==> src/rtl/mem_request_scheduler.sv <==
// -----------------------------------------------------------------------------
// mem_request_scheduler
//
// Puts three requesters (page-table walker, data memory, instruction fetch)
// onto a single memory port, one access at a time.
//
// Requester handshake: a requester raises *_request with its fields valid and
// holds them until its *_done pulses for one cycle. Fields are captured when
// the request is granted, so they may change after the grant. A request
// dropped after the grant still completes and still gets its done pulse.
// Memory handshake: mem_enable stays high with constant mem_* fields until
// the cycle in which mem_valid is sampled high. mem_valid is ignored while
// mem_enable is low.
//
// Ports:
//   clk, reset                 clock (rising edge), sync active-high reset
//   ptw_request/addr/done      PTW read port (highest priority)
//   fetch_request/addr/done    instruction read port
//   dmem_request/cmd/addr/
//   dmem_write_data/mask/done  data read/write port
//   read_data                  registered read data, valid while a *_done is high
//   busy                       high whenever the scheduler is not idle
//   timeout_error              sticky memory-timeout flag, cleared only by reset
//   mem_enable/cmd/addr/
//   mem_write_data/mask        memory request, driven only during an access
//   mem_read_data, mem_valid   memory response
// -----------------------------------------------------------------------------
`ifndef MEM_CMD_READ
`define MEM_CMD_READ 1'b0
`endif
`ifndef MEM_CMD_WRITE
`define MEM_CMD_WRITE 1'b1
`endif

module mem_request_scheduler #(
  parameter int unsigned TIMEOUT_CYCLES = 255,
  parameter int unsigned CNT_W          = 16
) (
  input  logic        clk,
  input  logic        reset,
  input  logic        ptw_request,
  input  logic [31:0] ptw_addr,
  output logic        ptw_done,
  input  logic        fetch_request,
  input  logic [31:0] fetch_addr,
  output logic        fetch_done,
  input  logic        dmem_request,
  input  logic        dmem_cmd,
  input  logic [31:0] dmem_addr,
  input  logic [31:0] dmem_write_data,
  input  logic [3:0]  dmem_write_mask,
  output logic        dmem_done,
  output logic [31:0] read_data,
  output logic        busy,
  output logic        timeout_error,
  output logic        mem_enable,
  output logic        mem_cmd,
  output logic [31:0] mem_addr,
  output logic [31:0] mem_write_data,
  output logic [3:0]  mem_write_mask,
  input  logic [31:0] mem_read_data,
  input  logic        mem_valid
);

  typedef enum logic [1:0] {S_IDLE, S_ACCESS, S_DONE} state_t;
  typedef enum logic [1:0] {OWN_NONE, OWN_PTW, OWN_FETCH, OWN_DMEM} owner_t;

  // Round-robin preference between fetch and dmem only; PTW bypasses it.
  localparam logic PREF_FETCH = 1'b0;
  localparam logic PREF_DMEM  = 1'b1;

  // Last ACCESS cycle index before the access is declared timed out.
  localparam logic [CNT_W-1:0] TIMEOUT_LAST = CNT_W'(TIMEOUT_CYCLES - 1);

  state_t            state_q, state_d;
  owner_t            owner_q, owner_d;
  logic              rr_pref_q, rr_pref_d;
  logic              cmd_q, cmd_d;
  logic [31:0]       addr_q, addr_d;
  logic [31:0]       wdata_q, wdata_d;
  logic [3:0]        mask_q, mask_d;
  logic [CNT_W-1:0]  wait_cnt_q, wait_cnt_d;
  logic [31:0]       read_data_q, read_data_d;
  logic              timeout_q, timeout_d;

  always_ff @(posedge clk) begin
    if (reset) begin
      state_q     <= S_IDLE;
      owner_q     <= OWN_NONE;
      rr_pref_q   <= PREF_FETCH;
      cmd_q       <= `MEM_CMD_READ;
      addr_q      <= 32'h0;
      wdata_q     <= 32'h0;
      mask_q      <= 4'h0;
      wait_cnt_q  <= '0;
      read_data_q <= 32'h0;
      timeout_q   <= 1'b0;
    end else begin
      state_q     <= state_d;
      owner_q     <= owner_d;
      rr_pref_q   <= rr_pref_d;
      cmd_q       <= cmd_d;
      addr_q      <= addr_d;
      wdata_q     <= wdata_d;
      mask_q      <= mask_d;
      wait_cnt_q  <= wait_cnt_d;
      read_data_q <= read_data_d;
      timeout_q   <= timeout_d;
    end
  end

  always_comb begin
    state_d     = state_q;
    owner_d     = owner_q;
    rr_pref_d   = rr_pref_q;
    cmd_d       = cmd_q;
    addr_d      = addr_q;
    wdata_d     = wdata_q;
    mask_d      = mask_q;
    wait_cnt_d  = wait_cnt_q;
    read_data_d = read_data_q;
    timeout_d   = timeout_q;

    case (state_q)
      S_IDLE: begin
        wait_cnt_d = '0;
        if (ptw_request) begin
          state_d = S_ACCESS;
          owner_d = OWN_PTW;
          cmd_d   = `MEM_CMD_READ;
          addr_d  = ptw_addr;
          wdata_d = 32'h0;
          mask_d  = 4'hF;
        end else if (fetch_request && (!dmem_request || rr_pref_q == PREF_FETCH)) begin
          state_d   = S_ACCESS;
          owner_d   = OWN_FETCH;
          rr_pref_d = PREF_DMEM;
          cmd_d     = `MEM_CMD_READ;
          addr_d    = fetch_addr;
          wdata_d   = 32'h0;
          mask_d    = 4'hF;
        end else if (dmem_request) begin
          state_d   = S_ACCESS;
          owner_d   = OWN_DMEM;
          rr_pref_d = PREF_FETCH;
          cmd_d     = dmem_cmd;
          addr_d    = dmem_addr;
          wdata_d   = dmem_write_data;
          mask_d    = dmem_write_mask;
        end
      end
      S_ACCESS: begin
        // A response in the last allowed cycle beats the timeout.
        if (mem_valid) begin
          state_d = S_DONE;
          if (cmd_q == `MEM_CMD_READ) read_data_d = mem_read_data;
        end else if (wait_cnt_q == TIMEOUT_LAST) begin
          state_d     = S_DONE;
          timeout_d   = 1'b1;
          read_data_d = 32'h0;
        end else begin
          wait_cnt_d = wait_cnt_q + CNT_W'(1);
        end
      end
      S_DONE: begin
        wait_cnt_d = '0;
        state_d    = S_IDLE;
      end
      default: state_d = S_IDLE;
    endcase
  end

  // Everything below is decoded from registers only.
  assign mem_enable     = (state_q == S_ACCESS);
  assign mem_cmd        = mem_enable ? cmd_q   : 1'b0;
  assign mem_addr       = mem_enable ? addr_q  : 32'h0;
  assign mem_write_data = mem_enable ? wdata_q : 32'h0;
  assign mem_write_mask = mem_enable ? mask_q  : 4'h0;

  assign ptw_done       = (state_q == S_DONE) && (owner_q == OWN_PTW);
  assign fetch_done     = (state_q == S_DONE) && (owner_q == OWN_FETCH);
  assign dmem_done      = (state_q == S_DONE) && (owner_q == OWN_DMEM);

  assign busy           = (state_q != S_IDLE);
  assign read_data      = read_data_q;
  assign timeout_error  = timeout_q;

endmodule

==> config.mk <==
export PLATFORM = sky130hd
export DESIGN_NAME = mem_request_scheduler
export DESIGN_NICKNAME = d
export VERILOG_FILES = /design/src/rtl/mem_request_scheduler.sv
export SDC_FILE = /design/constraint.sdc
export NUM_CORES = 1
export LEC_CHECK = 0
export ABC_AREA = 1
export CORE_MARGIN = 2
export CORE_UTILIZATION = 29
export CTS_CLUSTER_SIZE = 25
export DETAILED_ROUTE_END_ITERATION = 7
export GPL_TIMING_DRIVEN = 0
export PLACE_DENSITY_LB_ADDON = 0.08
export SLEW_MARGIN = 20
export SYNTH_ARGS = -nofsm -noshare
export SYNTH_HDL_FRONTEND = slang
export SYNTH_SLANG_ARGS = --single-unit
==> constraint.sdc <==
create_clock -name clk -period 1.9 [get_ports clk]
set_input_delay 0.38 -clock clk [delete_from_list [all_inputs] [get_ports clk]]
set_output_delay 0.38 -clock clk [all_outputs]
set_load 0.02 [all_outputs]
* Word level (Yosys, flattened, before mapping)
Cells that the tools add are included.
** Storage, ports and cells
- Bits in registers :: 123
- Bits of input ports :: 171
- Output and inout port bits :: 107
- Word-level logic and storage cells :: 77
** Cells by class
- $add $sub $neg :: 1
- Equality and inequality tests :: 11
- Multiplexer cells :: 33
- Bitwise gates (word level) :: 3
- Reduce and logical (&&, ||, !) cells :: 19
** Operators by type and width (count)
- $mux W32 :: 11
- $mux W16 :: 2
- $pmux W16 S2 :: 1
- $add A16 B1 Y16 const B :: 1
- $eq A16 B8 Y1 const B :: 1
- $mux W2 :: 8
- $mux W4 :: 4
- $reduce_and A3 Y1 :: 4
- $reduce_bool A2 Y1 :: 4
- $eq A2 B2 Y1 const B :: 3
- $mux W1 :: 6
- $ne A2 B2 Y1 const B :: 3
- $eq A2 B1 Y1 const B :: 2
- $logic_and A1 B1 Y1 :: 4
- $ne A4 B4 Y1 const B :: 1
- $pmux W2 S2 :: 1
- $reduce_and A2 Y1 :: 2
- $ne A3 B1 Y1 const B :: 1
- $not A1 Y1 :: 3
- $reduce_bool A3 Y1 :: 1
- $logic_not A2 Y1 :: 1
- $reduce_or A2 Y1 :: 1
- $logic_not A1 Y1 :: 1
- $logic_or A1 B1 Y1 :: 1

* Longest topological paths before layout
Gate-level depths: netlist of the first run.
- Depth in word-level cells :: 6
- Depth in mapped cells :: 10
- Mapped depth without buffers :: 10

* Worst setup path before layout of the first run
OpenSTA, ideal clock, no wires.
- Kind :: flip-flop to output port
- From :: register state_q[0]
- To :: output port mem_write_data[24]
- Data arrival time :: 1.406 ns
- Required time :: 1.520 ns
- Setup slack :: 0.114 ns
- Stages on the path, launching flop included :: 8
- Path buffers :: 3
- Path through :: dfxtp_1 buf_6 inv_6 nor2_4 inv_2 buf_2 buf_2 nor2_1
** Between the ends
- Cells in the longest elaborated chain, start to end :: 2
** Ends and longest elaborated chain
- from (decl) :: RTL line 75 : state_t state_q, state_d;
- from (signal assigned) :: RTL line 99 : state_q <= state_d;
- $eq A2 B1 Y1 :: RTL line 174 : assign mem_enable = (state_q == S_ACCESS);
- named net mem_enable :: RTL line 56 : output logic mem_enable,
- $mux W32 :: RTL line 177 : assign mem_write_data = mem_enable ? wdata_q : 32'h0;
- to (decl) :: RTL line 59 : output logic [31:0] mem_write_data,
The timed path passes the listed nets, and every way through them passes these cells.

* Worst setup path in the final report of the first run
- From :: register state_q[0]
- To :: output port mem_write_data[29]
** Between the ends
- Cells in the longest elaborated chain, start to end :: 2
** Ends and longest elaborated chain (RTL line)
- $eq A2 B1 Y1 :: 174
- $mux W32 :: 177
No other way between the ends.

==> flow_summary_export.csv, run 1 <==
group,metric,value,unit
run_status,status,"finished, violations left",
run_status,violations,"setup timing",
floorplanning,core-area,20800,µm²
critical_path,path_cells,"inv_8 > nor2_4 > clkinv_4 > buf_8 > clkbuf_16 > nor2_4 > buf_6",
sta,fin_worst_skew,0.0138,ns
power,p_leak,3.92,nW
sta,rsz0062_at_grt,"true",
yosys,synth_nets,1096,
sta,max_slew.worst_pin.slew,0.627,ns
sta,setup_viol,67,
yosys,syn_avg_cell_area,6.62,µm²
sta,fmax,488,MHz
placement,gp_congestion,0.868,
grt,grt_start_max_net_pins,17,
clock_network,clkSinkCount,123,
critical_path,end_kind,"output pin",
grt,antenna_found_initial,1,
yosys,synth_edf_count,0,
flow_run,drv_cap,0,
floorplanning,io_pins,278,
sta,finalMaxSlewViolations,0,
floorplanning,rows,53,
placement,dpl_cell_area,9210,µm²
sta,whs,0.372,ns
yosys,synth_area_leader_cell,"dfxtp_1",
floorplanning,start_util,29.4,%
yosys,synthCells,923,
finish,drive_gt1_share,16.8,%
floorplanning,die_area,22300,µm²
critical_path,cp-start-kind,"flip-flop",
floorplanning,fp.dieH,149,µm
yosys,synthTopCellsByArea,"dfxtp_1, nand2_1, a21oi_1",
power,finalPower,7.85,mW
detailed_routing,drc,0,
yosys,synth_seq_cells,123,
critical_path,crit_path_top_delay_cell,"dfxtp_4",
placement,dp.cells,1473,
yosys,async_reset_ff_share,0,%
sta,period_share,108,%
clock_network,cts-root-buf,"clkbuf_16",
min_path,hold_path.startpoint,"ptw_request",
yosys,ys_warn_count,0,
clock_network,clk-insertion-delay-late,0.43,ns
sta,finalHoldViolations,0,
critical_path,cp_data_required_time,1.52,ns
clock_network,path_clk_slew,0.06,ns
power,p_per_area,784,nW/µm²
finish,diodes,0,
detailed_routing,routed_wl,23400,µm
finish,fin_util,48.1,%
critical_path,slowest_delay,0.39,ns
sta,timing.slew.headroom,58.2,%
yosys,syn_area,6110,µm²
critical_path,r2r_start,"rr_pref_q$_SDFFE_PP0P_",
min_path,hold_path.class,"input pin to flip-flop",
detailed_routing,dr.pass1.iters,6,
detailed_routing,drt_iter0_drc,349,
finish,multiInputGateArea,3060,µm²
critical_path,cp_top_family,"buffers and inverters",
clock_network,cts_hold_buf,0,
finish,area_growth,63.7,%
finish,postLayoutCellArea,10000,µm²
clock_network,cts_htree_levels,4,
detailed_routing,viasPerCell,4.57,
critical_path,path_class,"flip-flop to output pin",
grt,grt_pass1_vias,6404,
sta,final.min_clock_period,2.05,ns
critical_path,worstSetupStartpoint,"state_q[0]$_SDFFE_PP0P_",
yosys,ys_seq_area_share,40.3,%
finish,fin_nets,1404,
detailed_routing,ant_nets,0,
clock_network,cts_tree,"done",
grt,grt-ovfl-total,0,
placement,numPortBuffers,275,
detailed_routing,wl_per_cell,15.4,µm
grt,grt.total_usage,20.4,%
placement,dp_hpwl,17200,µm
grt,grt_pass1_wl,35400,µm
critical_path,crit_top_cell,"nor2_4",
yosys,synth_cell_types,29,
detailed_routing,vias,6938,
yosys,yosysTopAreaCellShare,40.3,%
clock_network,clockBufferDepth,2,
clock_network,cts_made_buffers,17,
critical_path,crit_buf_inv,5,
power,ir_drop,0.585,mV
yosys,synth_top_flop_cell,"dfxtp_1",
critical_path,critical_path_peak_fanout,6,
finish,nFillCells,2168,
critical_path,arrival,1.67,ns
finish,fin_cells,1519,
finish,seqCellArea,2470,µm²
floorplanning,die_x,149,µm
sta,timing.final.ws_setup,-0.148,ns
## synth_stat cells, types with 4 or more instances
master	n
nor3_1	9
or2_2	18
nand4_1	9
buf_2	16
nand3_1	47
buf_6	6
a211oi_1	5
nor2_1	132
a21oi_1	143
buf_4	6
buf_1	6
inv_1	102
nand2_1	206
clkbuf_1	25
o211ai_1	32
o21ai_0	20
inv_2	4
dfxtp_1	123
## through the flow
| step | setup WS (ns) | TNS (ns) |
|---|---|---|
| floorplan | 0.114 | 0 |
| global placement | -0.593 | -48.50 |
| detailed placement | -0.585 | -50.60 |
| CTS | -0.177 | -6.31 |
| global route | -0.207 | -9.67 |
| finish | -0.148 | -5.13 |
## final cells by class
cell class	instances	share of cell area, %
Sequential cell	123	24.7
Inverter	108	4.18
Clock buffer	17	4.25
Multi-Input combinational cell	633	30.6
Timing Repair Buffer	289	27.7
Clock inverter	15	1.51
Timing Repair inverter	1	0.0625
Tap cell	275	3.44
Buffer	58	3.60
## flip-flops by register name (all words and copies together) (netlist names)
signal         count
addr_q            32
cmd_q              1
mask_q             4
owner_q            2
read_data         32
rr_pref_q          1
state_q            2
timeout_error      1
wait_cnt_q        16
wdata_q           32
## kinds of logic after synthesis
logic type	synth area share (%)
AOI/OAI and AO/OA	18.3
xor gates and xnor gates	0.143
adders and majority gates	0.409
buffers and inverters	11.8
DFF	40.3
and+or+nand+nor	29.1
## power breakdown
group	switching [mW]	internal [mW]	leakage [nW]	total, mW
logic	0.912	0.831	2.63	1.74
clock network	1.40	1.85	0.281	3.26
registers	0.0961	2.75	1.01	2.85
## layout by cell type (no fill, tap or decap), types with 2 or more instances in the layout
cell type / n
a211oi_1: 5
a21oi_1: 143
buf_2: 14
buf_4: 72
buf_6: 22
buf_8: 3
clkbuf_1: 22
clkbuf_16: 19
clkbuf_2: 4
clkbuf_4: 3
clkdlybuf4s50_1: 201
clkinvlp_4: 2
dfxtp_1: 121
ha_1: 2
inv_1: 102
inv_2: 3
inv_6: 9
inv_8: 3
nand2_1: 205
nand2_2: 3
nand3_1: 47
nand4_1: 9
nor2_1: 112
nor2_2: 7
nor2_4: 15
nor3_1: 9
o211ai_1: 32
o21ai_0: 20
or2_2: 18
## per-layer routing
layer / routed length [µm] / up-vias / GRT usage [%]
met4: 545 / 2 / 6.95
met1: 10300 / 3109 / 26.1
met5: 13 / - / 0
li1: - / 3574 / -
met3: 1750 / 36 / 6.79
met2: 10800 / 217 / 32.3
## worst min-delay path: cells and delay by family
kind	cells	cell delay, ns
compound gates	2	0.20
buf+inv	1	0.16
## what timing repair did
| action | CTS | global route |
|---|---|---|
| gates resized for setup | 419 | 44 |
| endpoints found under the setup margin | 84 | 129 |
| setup buffers | 7 | 5 |
| cloned | 1 | 3 |
| pin swaps | 2 | 4 |
## final timing paths
check,depth (start not counted),to,slack (ns)
worst max-delay path,7,mem_write_data[29],-0.15
worst min-delay path,3,addr_q[6]$_SDFFE_PP0P_,0.37
worst max register to register,6,addr_q[16]$_SDFFE_PP0P_,0.19
worst min register to register,2,read_data[18]$_SDFFE_PP0P_,0.46
Note: power is estimated with default switching activity, not from simulation.
==> run 2, diff against run 1 <==
GPL_ROUTABILITY_DRIVEN = 0   (was default)
TNS_END_PERCENT = 10   (was default)
==> flow_summary_export.csv, run 2 (synthesis results as in run 1) <==
group,metric,value,unit
run_status,status,"finished, violations left",
run_status,violations,"setup timing",
finish,area_growth,61.7,%
clock_network,cts_tree,"done",
sta,period_share,108,%
clock_network,cts-root-buf,"clkbuf_16",
flow_run,drv_cap,0,
critical_path,r2r_cells,6,
finish,fin_util,47.5,%
detailed_routing,drt_iter0_drc,354,
floorplanning,rows,53,
grt,grt_pass1_wl,35300,µm
sta,final.min_clock_period,2.05,ns
power,p_seq_share,36.5,%
critical_path,worstSetupStartpoint,"state_q[0]$_SDFFE_PP0P_",
power,p_int,5.41,mW
min_path,hold_path.class,"input pin to flip-flop",
finish,layout_common_cells,"nand2_1, clkdlybuf4s50_1, a21oi_1, dfxtp_1, nor2_1",
sta,finalHoldViolations,0,
power,combPwrFrac,21.8,%
sta,whs,0.376,ns
critical_path,cp_data_required_time,1.52,ns
critical_path,critical_path_peak_fanout,10,
detailed_routing,vias,6880,
power,clock_power_share,41.7,%
finish,fin_nets,1398,
detailed_routing,viasPerCell,4.55,
critical_path,r2r-end,"wdata_q[21]$_SDFFE_PP0P_",
sta,finalMaxSlewViolations,0,
power,p_per_area,788,nW/µm²
clock_network,clockBufferDepth,2,
critical_path,arrival,1.67,ns
grt,grt_pass1_vias,6373,
sta,rsz0062_at_grt,"true",
clock_network,path_clk_slew,0.06,ns
critical_path,end_kind,"output pin",
critical_path,path_class,"flip-flop to output pin",
grt,grt.total_usage,20.3,%
power,ir_drop,0.564,mV
finish,drive_gt1_share,16.0,%
power,swShare,30.6,%
sta,setup_viol,69,
detailed_routing,dr.pass1.iters,5,
power,p_sw,2.38,mW
grt,antenna_found_initial,1,
placement,dp_hpwl,17200,µm
clock_network,clk-insertion-delay-late,0.43,ns
floorplanning,core-area,20800,µm²
floorplanning,fp.dieH,149,µm
detailed_routing,routed_wl,23000,µm
placement,numPortBuffers,275,
grt,grt_start_max_net_pins,17,
detailed_routing,ant_nets,0,
floorplanning,die_x,149,µm
critical_path,r2r_setup_slack,0.16,ns
critical_path,r2r_start,"rr_pref_q$_SDFFE_PP0P_",
critical_path,endpoint,"mem_write_mask[3]",
sta,timing.final.ws_setup,-0.151,ns
power,p_leak,3.88,nW
sta,fin_worst_skew,0.0106,ns
sta,fmax,488,MHz
floorplanning,io_pins,278,
detailed_routing,drc,0,
sta,max_slew.worst_pin.slew,0.626,ns
clock_network,clkSinkCount,123,
floorplanning,die_area,22300,µm²
clock_network,cts_htree_levels,4,
clock_network,cts_made_buffers,17,
detailed_routing,wl_per_cell,15.2,µm
floorplanning,start_util,29.4,%
critical_path,cp-start-kind,"flip-flop",
sta,timing.slew.headroom,58.2,%
finish,diodes,0,
power,finalPower,7.80,mW
grt,grt-ovfl-total,0,
placement,place_worst_setup_slack,-0.585,ns
finish,layout_commonest_cell,"nand2_1",
[run 2: cell count changes in the layout (fill, tap and decap cells not counted), sizes merged]
cell	delta
dlygate4sd2	+1
inv	-1
clkbuf	-2
clkdlybuf4s15	-1
buf	-3
[run 2: timing repair]
action | 4_1_cts | 5_1_grt
cloned | 1 | 1
pin swaps | 1 | 2
endpoints found under the hold margin | 0 | 0
buffers inserted | 4 | 3
hold buffers | 0 | 0
resized for setup | 407 | 26
setup endpoints to repair | 84 | 130
[run 2: how the worst min path moves through the flow]
stage                                     from  slack (ns)  cells after the start                         end
global route                       ptw_request        0.37                      3      addr_q[1]$_SDFFE_PP0P_
global placement     read_data[4]$_SDFFE_PP0P_        0.45                      2   read_data[4]$_SDFFE_PP0P_
floorplan           wait_cnt_q[4]$_SDFFE_PP0P_        0.44                      2  wait_cnt_q[4]$_SDFFE_PP0P_
CTS                                ptw_request        0.36                      3      addr_q[6]$_SDFFE_PP0P_
finish                             ptw_request        0.38                      3      addr_q[6]$_SDFFE_PP0P_
detailed placement  read_data[18]$_SDFFE_PP0P_        0.45                      2  read_data[18]$_SDFFE_PP0P_
[run 2: cell type report]
cell class                 instances  area (µm²)
buffer                            58         348
inverter                         108         418
timing repair buffer             284        2720
fill                            2188       10900
tap                              275         344
clock buffer                      17         425
multi-input combinational        633        3020
sequential                       123        2470
clock inverter                    15         151
[run 2: metrics by stage]
step | instances | instance area [µm²] | setup TNS [ns]
after global placement | 1473 | 9210 | -48.50
after floorplan | 923 | 6110 | 0
after detailed placement | 1473 | 9210 | -50.60
after global routing | 1513 | 9890 | -10.99
final | 1513 | 9890 | -5.39
after CTS | 1510 | 9780 | -7.21
[run 2: critical path: stages, from the launching register on]
cell and delay [ns]:
dfxtp_4 0.39, inv_8 0.06, nor2_4 0.12, clkinv_4 0.13, buf_4 0.17, buf_16 0.14, nor2_1 0.08, buf_4 0.16
[run 2: metal layers]
| metal | track usage (%) | up-vias | wire length (µm) |
|---|---|---|---|
| met3 | 6.70 | 31 | 1780 |
| met1 | 26.3 | 3063 | 10200 |
| li1 | - | 3565 | - |
| met2 | 31.9 | 221 | 10500 |
| met4 | 6.90 | 0 | 522 |
| met5 | 0 | - | 0 |
[run 2: power by group through the flow]
stage               Combinational (mW)  Clock [mW]  Sequential (mW)
floorplan                        0.791           0             2.92
global placement                  1.62           0             2.90
CTS                               1.68        3.32             2.84
detailed placement                1.62           0             2.90
finish                            1.70        3.25             2.85
global route                      1.86        3.43             2.87
